$ cat src/rtl/spi_master_pkg.sv
// Shared state encoding, shifter-select codes and phase-ordering helper
// for the SPI master transaction sequencer.
package spi_master_pkg;

    typedef enum logic [2:0] {
        IDLE, CMD, ADDR, DUMMY, DATA_TX, DATA_RX, STOP
    } state_t;

    localparam logic [1:0] TX_SEL_CMD  = 2'd0;
    localparam logic [1:0] TX_SEL_ADDR = 2'd1;
    localparam logic [1:0] TX_SEL_DATA = 2'd2;

    localparam int STOP_HOLD = 2;

    // Later checks override earlier ones, so the earliest non-empty phase after 'from' wins.
    function automatic state_t next_phase(input state_t from, input logic has_cmd,
                                          input logic has_addr, input logic has_dummy,
                                          input logic has_data, input logic wr);
        state_t nxt;
        nxt = STOP;
        if (has_data && (from inside {IDLE, CMD, ADDR, DUMMY})) nxt = wr ? DATA_TX : DATA_RX;
        if (has_dummy && (from inside {IDLE, CMD, ADDR}))       nxt = DUMMY;
        if (has_addr && (from inside {IDLE, CMD}))              nxt = ADDR;
        if (has_cmd && (from == IDLE))                          nxt = CMD;
        return nxt;
    endfunction

endpackage

$ cat src/rtl/spi_master_seq_divq.sv
// One-entry holding register for clock-divider updates: forwards at once when
// idle, otherwise keeps the newest request and issues it when the bus goes idle.
module spi_master_seq_divq (
    input  logic       clk,
    input  logic       rstn,
    input  logic [7:0] cfg_div,
    input  logic       cfg_div_valid,
    input  logic       busy,
    input  logic       release_i,
    output logic [7:0] clk_div,
    output logic       clk_div_valid
);

    logic [7:0] pend_q, pend_d, clk_div_q, clk_div_d;
    logic       pend_vld_q, pend_vld_d, clk_div_valid_q, clk_div_valid_d;

    always_comb begin
        pend_d          = pend_q;
        pend_vld_d      = pend_vld_q;
        clk_div_d       = clk_div_q;
        clk_div_valid_d = 1'b0;
        if (cfg_div_valid && !busy) begin
            clk_div_d       = cfg_div;
            clk_div_valid_d = 1'b1;
        end else if (release_i && (pend_vld_q || cfg_div_valid)) begin
            // A request landing in the release cycle is newer than the stored one.
            clk_div_d       = cfg_div_valid ? cfg_div : pend_q;
            clk_div_valid_d = 1'b1;
            pend_vld_d      = 1'b0;
        end else if (cfg_div_valid) begin
            pend_d     = cfg_div;
            pend_vld_d = 1'b1;
        end
    end

    always_ff @(posedge clk or negedge rstn) begin
        if (!rstn) begin
            pend_q          <= '0;
            pend_vld_q      <= 1'b0;
            clk_div_q       <= '0;
            clk_div_valid_q <= 1'b0;
        end else begin
            pend_q          <= pend_d;
            pend_vld_q      <= pend_vld_d;
            clk_div_q       <= clk_div_d;
            clk_div_valid_q <= clk_div_valid_d;
        end
    end

    assign clk_div       = clk_div_q;
    assign clk_div_valid = clk_div_valid_q;

endmodule

$ cat src/rtl/spi_master_seq.sv
// SPI transaction sequencer: walks CS-assert, cmd, addr, dummy, data, CS-release
// phases, strobing the shifters and gating the clock generator.
module spi_master_seq
    import spi_master_pkg::*;
#(
    parameter int NCS     = 4,
    parameter int DUMMY_W = 8
) (
    input  logic                   clk,
    input  logic                   rstn,
    input  logic                   start,
    input  logic                   abort,
    input  logic                   wr,
    input  logic [$clog2(NCS)-1:0] cs_sel,
    input  logic [5:0]             cmd_len,
    input  logic [5:0]             addr_len,
    input  logic [DUMMY_W-1:0]     dummy_len,
    input  logic [15:0]            data_len,
    input  logic [7:0]             cfg_div,
    input  logic                   cfg_div_valid,
    output logic [7:0]             clk_div,
    output logic                   clk_div_valid,
    output logic                   clk_en,
    input  logic                   spi_rise,
    input  logic                   spi_fall,
    output logic                   tx_start,
    output logic [15:0]            tx_len,
    output logic [1:0]             tx_sel,
    input  logic                   tx_done,
    output logic                   rx_start,
    output logic [15:0]            rx_len,
    input  logic                   rx_done,
    output logic [NCS-1:0]         spi_csn,
    output logic                   busy,
    output logic                   eot
);

    state_t               state_q, state_d, nxt;
    logic [5:0]           cmd_len_q, cmd_len_d, addr_len_q, addr_len_d, c_len, a_len;
    logic [DUMMY_W-1:0]   dummy_len_q, dummy_len_d, dcnt_q, dcnt_d, d_len;
    logic [15:0]          data_len_q, data_len_d, tx_len_q, tx_len_d, rx_len_q, rx_len_d, n_len;
    logic [1:0]           scnt_q, scnt_d, tx_sel_q, tx_sel_d;
    logic [NCS-1:0]       csn_q, csn_d;
    logic                 wr_q, wr_d, w, advance;
    logic                 clk_en_q, clk_en_d, busy_q, busy_d, eot_q, eot_d;
    logic                 tx_start_q, tx_start_d, rx_start_q, rx_start_d;

    // In IDLE the phase plan comes straight from the request so the first strobe is not delayed.
    always_comb begin
        c_len = (state_q == IDLE) ? cmd_len   : cmd_len_q;
        a_len = (state_q == IDLE) ? addr_len  : addr_len_q;
        d_len = (state_q == IDLE) ? dummy_len : dummy_len_q;
        n_len = (state_q == IDLE) ? data_len  : data_len_q;
        w     = (state_q == IDLE) ? wr        : wr_q;
        nxt   = next_phase(state_q, c_len != '0, a_len != '0, d_len != '0, n_len != '0, w);
    end

    always_comb begin
        state_d     = state_q;
        cmd_len_d   = cmd_len_q;
        addr_len_d  = addr_len_q;
        dummy_len_d = dummy_len_q;
        data_len_d  = data_len_q;
        wr_d        = wr_q;
        dcnt_d      = dcnt_q;
        scnt_d      = scnt_q;
        csn_d       = csn_q;
        clk_en_d    = clk_en_q;
        busy_d      = busy_q;
        tx_len_d    = tx_len_q;
        tx_sel_d    = tx_sel_q;
        rx_len_d    = rx_len_q;
        tx_start_d  = 1'b0;
        rx_start_d  = 1'b0;
        eot_d       = 1'b0;
        advance     = 1'b0;
        if (eot_q) busy_d = 1'b0;
        if (abort && state_q != IDLE && state_q != STOP) begin
            state_d  = STOP;
            clk_en_d = 1'b0;
            scnt_d   = '0;
        end else begin
            case (state_q)
                IDLE: if (start && !abort && !busy_q) begin
                    cmd_len_d   = cmd_len;
                    addr_len_d  = addr_len;
                    dummy_len_d = dummy_len;
                    data_len_d  = data_len;
                    wr_d        = wr;
                    csn_d       = ~(NCS'(1) << cs_sel);
                    clk_en_d    = 1'b1;
                    busy_d      = 1'b1;
                    advance     = 1'b1;
                end
                CMD, ADDR, DATA_TX: advance = tx_done;
                DATA_RX:            advance = rx_done;
                DUMMY: if (spi_rise) begin
                    // Compare before increment so the counter never has to hold dummy_len.
                    if (dcnt_q == dummy_len_q - DUMMY_W'(1)) advance = 1'b1;
                    else dcnt_d = dcnt_q + DUMMY_W'(1);
                end
                STOP: begin
                    clk_en_d = 1'b0;
                    if (spi_rise || spi_fall) scnt_d = '0;
                    else if (scnt_q == 2'(STOP_HOLD - 1)) begin
                        state_d = IDLE;
                        csn_d   = '1;
                        eot_d   = 1'b1;
                        scnt_d  = '0;
                    end else scnt_d = scnt_q + 2'd1;
                end
                default: state_d = IDLE;
            endcase
            if (advance) begin
                state_d = nxt;
                case (nxt)
                    CMD: begin
                        tx_start_d = 1'b1;
                        tx_len_d   = 16'(c_len) - 16'd1;
                        tx_sel_d   = TX_SEL_CMD;
                    end
                    ADDR: begin
                        tx_start_d = 1'b1;
                        tx_len_d   = 16'(a_len) - 16'd1;
                        tx_sel_d   = TX_SEL_ADDR;
                    end
                    DATA_TX: begin
                        tx_start_d = 1'b1;
                        tx_len_d   = n_len - 16'd1;
                        tx_sel_d   = TX_SEL_DATA;
                    end
                    DATA_RX: begin
                        rx_start_d = 1'b1;
                        rx_len_d   = n_len - 16'd1;
                    end
                    DUMMY:   dcnt_d = '0;
                    // An empty request still shows clk_en for its accept cycle; STOP drops it.
                    default: if (state_q != IDLE) clk_en_d = 1'b0;
                endcase
            end
        end
    end

    always_ff @(posedge clk or negedge rstn) begin
        if (!rstn) begin
            state_q     <= IDLE;
            cmd_len_q   <= '0;
            addr_len_q  <= '0;
            dummy_len_q <= '0;
            data_len_q  <= '0;
            wr_q        <= 1'b0;
            dcnt_q      <= '0;
            scnt_q      <= '0;
            csn_q       <= '1;
            clk_en_q    <= 1'b0;
            busy_q      <= 1'b0;
            eot_q       <= 1'b0;
            tx_start_q  <= 1'b0;
            tx_len_q    <= '0;
            tx_sel_q    <= '0;
            rx_start_q  <= 1'b0;
            rx_len_q    <= '0;
        end else begin
            state_q     <= state_d;
            cmd_len_q   <= cmd_len_d;
            addr_len_q  <= addr_len_d;
            dummy_len_q <= dummy_len_d;
            data_len_q  <= data_len_d;
            wr_q        <= wr_d;
            dcnt_q      <= dcnt_d;
            scnt_q      <= scnt_d;
            csn_q       <= csn_d;
            clk_en_q    <= clk_en_d;
            busy_q      <= busy_d;
            eot_q       <= eot_d;
            tx_start_q  <= tx_start_d;
            tx_len_q    <= tx_len_d;
            tx_sel_q    <= tx_sel_d;
            rx_start_q  <= rx_start_d;
            rx_len_q    <= rx_len_d;
        end
    end

    spi_master_seq_divq u_divq (
        .clk           (clk),
        .rstn          (rstn),
        .cfg_div       (cfg_div),
        .cfg_div_valid (cfg_div_valid),
        .busy          (busy_q),
        .release_i     (eot_q),
        .clk_div       (clk_div),
        .clk_div_valid (clk_div_valid)
    );

    assign spi_csn  = csn_q;
    assign clk_en   = clk_en_q;
    assign busy     = busy_q;
    assign eot      = eot_q;
    assign tx_start = tx_start_q;
    assign tx_len   = tx_len_q;
    assign tx_sel   = tx_sel_q;
    assign rx_start = rx_start_q;
    assign rx_len   = rx_len_q;

endmodule
$ cat config.mk
export PLATFORM = sky130hd
export DESIGN_NAME = spi_master_seq
export DESIGN_NICKNAME = d
export VERILOG_FILES = /design/src/rtl/spi_master_pkg.sv /design/src/rtl/spi_master_seq_divq.sv /design/src/rtl/spi_master_seq.sv
export SDC_FILE = /design/constraint.sdc
export NUM_CORES = 1
export LEC_CHECK = 0
export CELL_PAD_IN_SITES_DETAIL_PLACEMENT = 2
export CELL_PAD_IN_SITES_GLOBAL_PLACEMENT = 2
export CORE_AREA = 2 2 149 136
export CTS_BUF_LIST = sky130_fd_sc_hd__clkbuf_8
export DETAILED_ROUTE_END_ITERATION = 10
export DIE_AREA = 0 0 151 138
export HOLD_SLACK_MARGIN = 0.12
export MAX_ROUTING_LAYER = met4
export PLACE_DENSITY_LB_ADDON = 0.1
export REMOVE_ABC_BUFFERS = 1
export SLEW_MARGIN = 10
export SYNTH_ARGS = -nofsm -noshare
export SYNTH_HDL_FRONTEND = slang
export SYNTH_SLANG_ARGS = --single-unit
$ cat constraint.sdc
create_clock -name clk -period 4.71 [get_ports clk]
set_input_delay 0.942 -clock clk [delete_from_list [all_inputs] [get_ports clk]]
set_output_delay 0.942 -clock clk [all_outputs]
set_load 0.02 [all_outputs]
[Word-level counts from Yosys, hierarchy flattened]
Cells that the tools add are included.
Storage, ports and cells
  register bits after elaboration: 111
  logic and storage cells: 153
Cells by class
  $add $sub $neg: 6
  equality and inequality tests: 20
  shift operators: 1
  multiplexer cells: 62
  bitwise operators: 4
  reductions and logical operators: 39
Operators by type and width (count)
  $mux 8: 9
  $pmux 16 s3: 1
  $mux 1: 29
  $mux 3: 7
  $mux 16: 1
  $reduce_bool 16->1: 1
  $sub 16x1->16 const B: 1
  $eq 3x3->1 const B: 5
  $sub 6x1->7 const B: 2
  $eq 3x2->1 const B: 4
  $mux 4: 3
  $mux 6: 2
  $reduce_and 3->1: 4
  $reduce_bool 6->1: 2
  $logic_and 1x1->1: 10
  $mux 2: 5
  $reduce_bool 2->1: 5
  $reduce_bool 3->1: 3
  $add 8x1->8 const B: 1
  $eq 8x8->1: 1
  $ne 4x4->1 const B: 2
  $pmux 4 s2: 1
  $reduce_bool 8->1: 1
  $sub 8x1->8 const B: 1
  other kinds (23): 31

[Logic depth before layout (Yosys ltp)]
  word-level depth: 13
  gate-level depth with buffers: 14
  gate-level depth less buffers: 10

[Modules after synthesis]
Synthesis repeated with hierarchy kept, for this count alone.
Unflattened totals
  cell total of the unflattened synthesis: 664
  area, all modules: 6470.0 um^2
By module, submodules not included
  spi_master_seq: instances 1, cells an instance 613, area an instance 5574.1 um^2
  spi_master_seq_divq: instances 1, cells an instance 51, area an instance 895.9 um^2

[Worst setup path after synthesis]
OpenSTA, ideal clock, no wires.
  path type: register to register
  start: register state_q[1]
  end: register tx_len_q[13] (netlist: tx_len[13])
  library setup time: 0.125 ns
  arrival time: 3.819 ns
  required time: 4.585 ns
  setup slack: 0.766 ns
  stages on the path, launching flop included: 15
  period minus slack after synthesis: 3.944 ns
  cells stage by stage: dfrtp_1 -> nor3_1 -> buf_2 -> buf_2 -> buf_1 -> mux2i_1 -> ha_1 -> or4b_1 -> or3_1 -> a22o_2 -> and2_4 -> o21ai_4 -> a21oi_4 -> buf_12 -> mux2_4
On the way
  cells in the longest elaborated chain, start to end: 11
  elaborated cells on any way between the ends: 44
Ends and longest elaborated chain
  start: declaration: line spi_master_seq.sv:38  | state_t state_q, state_d, nxt;
  start signal: assignment: line spi_master_seq.sv:164  | state_q <= state_d;
  $logic_not 3->1
  $mux 16: line spi_master_seq.sv:53  | n_len = (state_q == IDLE) ? data_len : data_len_q;
  $reduce_bool 16->1: line spi_master_seq.sv:55  | nxt = next_phase(state_q, c_len != '0, a_len != '0, d_len != '0, n_len != '0, w);
  $logic_and 1x1->1: line spi_master_pkg.sv:21  | if (has_data && (from inside {IDLE, CMD, ADDR, DUMMY})) nxt = wr ? DATA_TX : DATA_RX;
  $mux 2: line spi_master_pkg.sv:21
  $mux 3: line spi_master_pkg.sv:22  | if (has_dummy && (from inside {IDLE, CMD, ADDR})) nxt = DUMMY;
  $mux 3: line spi_master_pkg.sv:23  | if (has_addr && (from inside {IDLE, CMD})) nxt = ADDR;
  $mux 3: line spi_master_pkg.sv:24  | if (has_cmd && (from == IDLE)) nxt = CMD;
  $eq 3x3->1 (tied with other cells): line spi_master_seq.sv:116  | case (nxt)
  $reduce_bool 3->1 (no line)
  $reduce_and 3->1 (no line)
  end signal: assignment: line spi_master_seq.sv:177  | tx_len_q <= tx_len_d;
  end: declaration: line spi_master_seq.sv:41  | logic [15:0] data_len_q, data_len_d, tx_len_q, tx_len_d, rx_len_q, rx_len_d, n_len;
Several ways; a longest one is shown, not always the timed one. The select of a mux whose other input is x is not followed.
A chain may end at the register's enable or synchronous reset.

[Final worst setup path]
  start: register state_q[1]
  end: register tx_len_q[5] (netlist: tx_len[5])
The elaborated chain is that of the path after synthesis.

==> results.toml <==
[worst_setup_path]
crit_path_slowest_cell = "nor3_2"
critical_path.cell_chain = "nor3_2 > mux2i_1 > ha_1 > or4b_1 > or3_1 > a22o_2 > a21oi_1 > nor2_1 > o2bb2a_1 > mux2_2"
worst-setup-path-type = "register to register"
worst_path_largest_cell_delay_ps = 630
endpoint_kind = "register"
regToRegStartpoint = "state_q[1]"
cp_data_required_time_ps = 4990
critical_path_peak_fanout = 8
r2r_slack_ps = 870
timing.rr.end = "tx_len[5]"
startpoint_type = "register"
timing.critical_path.buf_inv = 0
critical_path_arrival_ps = 4130
critPathTopFamily = "simple AND/OR/NAND/NOR gates"
r2r_cells = 10

[placement]
final_hpwl_dp_um = 16100
gpl.final_weighted_congestion = 0.800
postPlaceCellArea_mm2 = 0.00778
dp_worst_setup_slack_ps = 595
io_buffer_count = 107

[timing]
setup_slack_ps = 867
final-max-slew-violation-count = 0
setup_viol_count_final = 0
setup_repair_after_global_routing_missed_its_margin = "false"
slew_headroom = 0.349
hold_viol_final = 0
fin_crit_ps = 3840
timing.clock.skew_ps = 8.79
timing.final.crit_share = 0.816
worstMarginPinSlew_ps = 974
max_clock_freq_ghz = 0.260

[grt]
initial_antenna_violation_count = 0
grt_pass1_wl_um = 34300
total_routing_usage_reported_by_global_routing = 0.217
via_count_of_the_first_global_routing_pass = 6313
grt_overflow_total = 0
grt_max_degree = 61

[min_path]
hp-start = "cmd_len_q[0]"
worst_hold_path_type = "register to register"
timing.hold.worst_endpoint = "cmd_len_q[0]"
timing.hold.worst_path_depth = 2

[floorplan]
floorplan.die_area_mm2 = 0.0208
die_w_um = 151
floorplan.core_area_mm2 = 0.0195
initial_standard_cell_utilization_of_the_core = 0.330
num_rows = 49
top_level_ports = 108
die_height_um = 138

[logic_synthesis]
syn-cell-area_mm2 = 0.00644
syn_area_per_cell_um2 = 9.28
synth-seq-area-share = 0.432
synth_cell_types = 68
edff_count_synth = 0
syn-instance-count = 694
synthArstFlopShare = 1.00
synth-seq-cells = 111
ys_dominant_reg_cell = "dfrtp_1"
yosysWarningCount = 0

[cts]
ctsRootBufferMaster = "clkbuf_8"
postCtsResizedCells = 0
cts.reportedPaths.clkPinSlew_ps = 110
holdBufCountCts = 0
clock_tree_from_tritoncts = "yes"
cts-htree-levels = 3
clk_latency_ps = 400
cts_buffer_depth = 2
cts-buffers-inserted = 9
clock_sinks = 111
cts_setup_buffers = 0

[pwr]
power.total_mw = 4.81
vdd_ir_drop_max_v = 0.000224
p_leak_nw = 3.50
power.density_cell_area_mw_per_mm2 = 598

[layout]
antenna_cells_inserted = 0
fin_util = 0.412
drive_above_1_share = 0.0950
filler_cell_count = 2156
nNetsFinal = 858
synthToLayoutAreaGrowth_pct = 24.7
stdcell_area_mm2 = 0.00803

[detailed_routing]
detail_route.iter0.violations = 177
wl_um = 21200
routed_wire_length_per_instance_um = 20.1
drc_errors = 0
dr_total_vias = 5585
drt-vias-per-instance = 5.29
ant_nets = 0
drt_first_pass_iters = 4

[outcome]
outcome = "completed"

[flow_run]
maxCapViolations = 0
==> metrics by stage <==
stage	cells	hold WS, ps	setup TNS, ps
2_1_floorplan	663	445	-85400
3_3_place_gp	1039	461	0
3_5_place_dp	1039	471	0
4_1_cts	1055	509	0
5_1_grt	1055	525	0
6_report	1055	500	0
==> Yosys cell counts, drive strengths merged, types with 3 or more instances <==
library cell | instances | area, um^2
mux2 | 26 | 304
a211oi | 3 | 32.5
inv | 25 | 93.8
a31oi | 8 | 50.1
nor2b | 5 | 31.3
nor2 | 46 | 173
nand3 | 19 | 95.1
a21oi | 30 | 176
nor4b | 3 | 32.5
nor3 | 29 | 150
xor2 | 17 | 149
clkbuf | 18 | 67.6
nand2 | 132 | 495
o21ai | 31 | 166
nand3b | 3 | 22.5
or3 | 7 | 43.8
dfrtp | 107 | 2680
a22oi | 8 | 60.1
mux2i | 51 | 510
nor4 | 10 | 77.6
nor3b | 4 | 30.0
o22ai | 7 | 43.8
buf | 13 | 86.3
nand4 | 10 | 68.8
o31ai | 4 | 30.0
xnor2 | 22 | 193
a21boi | 5 | 37.5
ha | 7 | 87.6
or4 | 5 | 41.3
dfstp | 4 | 105
and3 | 6 | 37.5
==> placed cells by master, fill, tap and decap left out, drive strengths merged, types with 3 or more instances in the layout <==
cell type	count
or4	5
or3	7
and3	6
xnor2	22
nand3	19
nand3b	3
dfrtp	107
nor2b	5
inv	27
mux2	26
nand2	132
a22oi	8
clkbuf	10
nor3b	4
dfstp	4
nor4b	3
xor2	17
a31oi	8
o31ai	4
o22ai	7
a21oi	30
clkdlybuf4s50	106
nor4	10
o21ai	31
ha	7
nand4	10
nor3	29
bufinv	3
a21boi	5
mux2i	51
nor2	46
buf	15
a211oi	3
==> state kept, by name, summed over array words and instances, names as in the netlist, 2 cells and up <==
register	cells
tx_sel	2
u_divq.clk_div	8
data_len_q	16
cmd_len_q	6
u_divq.pend_q	8
state_q	3
dcnt_q	8
rx_len	16
spi_csn	4
dummy_len_q	8
addr_len_q	6
tx_len	16
scnt_q	2
==> worst min-delay path: cells and delay by family (launching register included) <==
kind             cells  cell delay (ps)
and+or+nand+nor      2              100
DFF                  1              370
==> worst max path at each step <==
| stage | to | slack [ps] | from | cells past startpoint |
|---|---|---|---|---|
| floorplan | tx_len[5] | -1300 | state_q[0] | 10 |
| global placement | tx_len[5] | 710 | data_len[0] | 10 |
| detailed placement | tx_len[5] | 600 | data_len[0] | 10 |
| CTS | tx_len[5] | 820 | state_q[1] | 10 |
| global route | tx_len[5] | 620 | state_q[1] | 10 |
| finish | tx_len[5] | 870 | state_q[1] | 10 |
==> layer usage <==
layer | track usage | vias up | wire [um] | share of wire
met2 | 0.378 | 83 | 10900 | 0.52
met5 | - | - | 0 | 0
li1 | - | 2636 | - | -
met1 | 0.265 | 2851 | 9500 | 0.45
met3 | 0.0386 | 15 | 549 | 0.026
met4 | 0.0364 | 0 | 222 | 0.010
==> area by class of cell <==
type / instances / area [um^2] / area share
inverter: 25 / 93.8 / 0.0117
sequential: 111 / 2780 / 0.346
clock buffer: 10 / 138 / 0.0171
tap: 255 / 319 / 0.0397
clock inverter: 6 / 108 / 0.0134
multi-input combinational: 527 / 3420 / 0.426
timing repair buffer: 121 / 1170 / 0.146
==> cells by family (layout without fill, tap and decap cells) <==
group / count (synthesis) / after routing / share of synthesized area
AO/OA/AOI/OAI: 117 / 117 / 0.125
XOR/XNOR: 39 / 39 / 0.0530
adder cells (fa/ha/maj): 7 / 7 / 0.0136
buffers and inverters: 56 / 162 / 0.0385
flip-flops: 111 / 111 / 0.432
multiplexers: 77 / 77 / 0.126
AND/OR/NAND/NOR: 287 / 287 / 0.212
==> power breakdown <==
group	switching, mW	internal [mW]
logic	1.44	1.06
clock network	0.361	0.368
registers	0.300	1.27
total	2.11	2.70
Power figures use the tool's default switching activity.
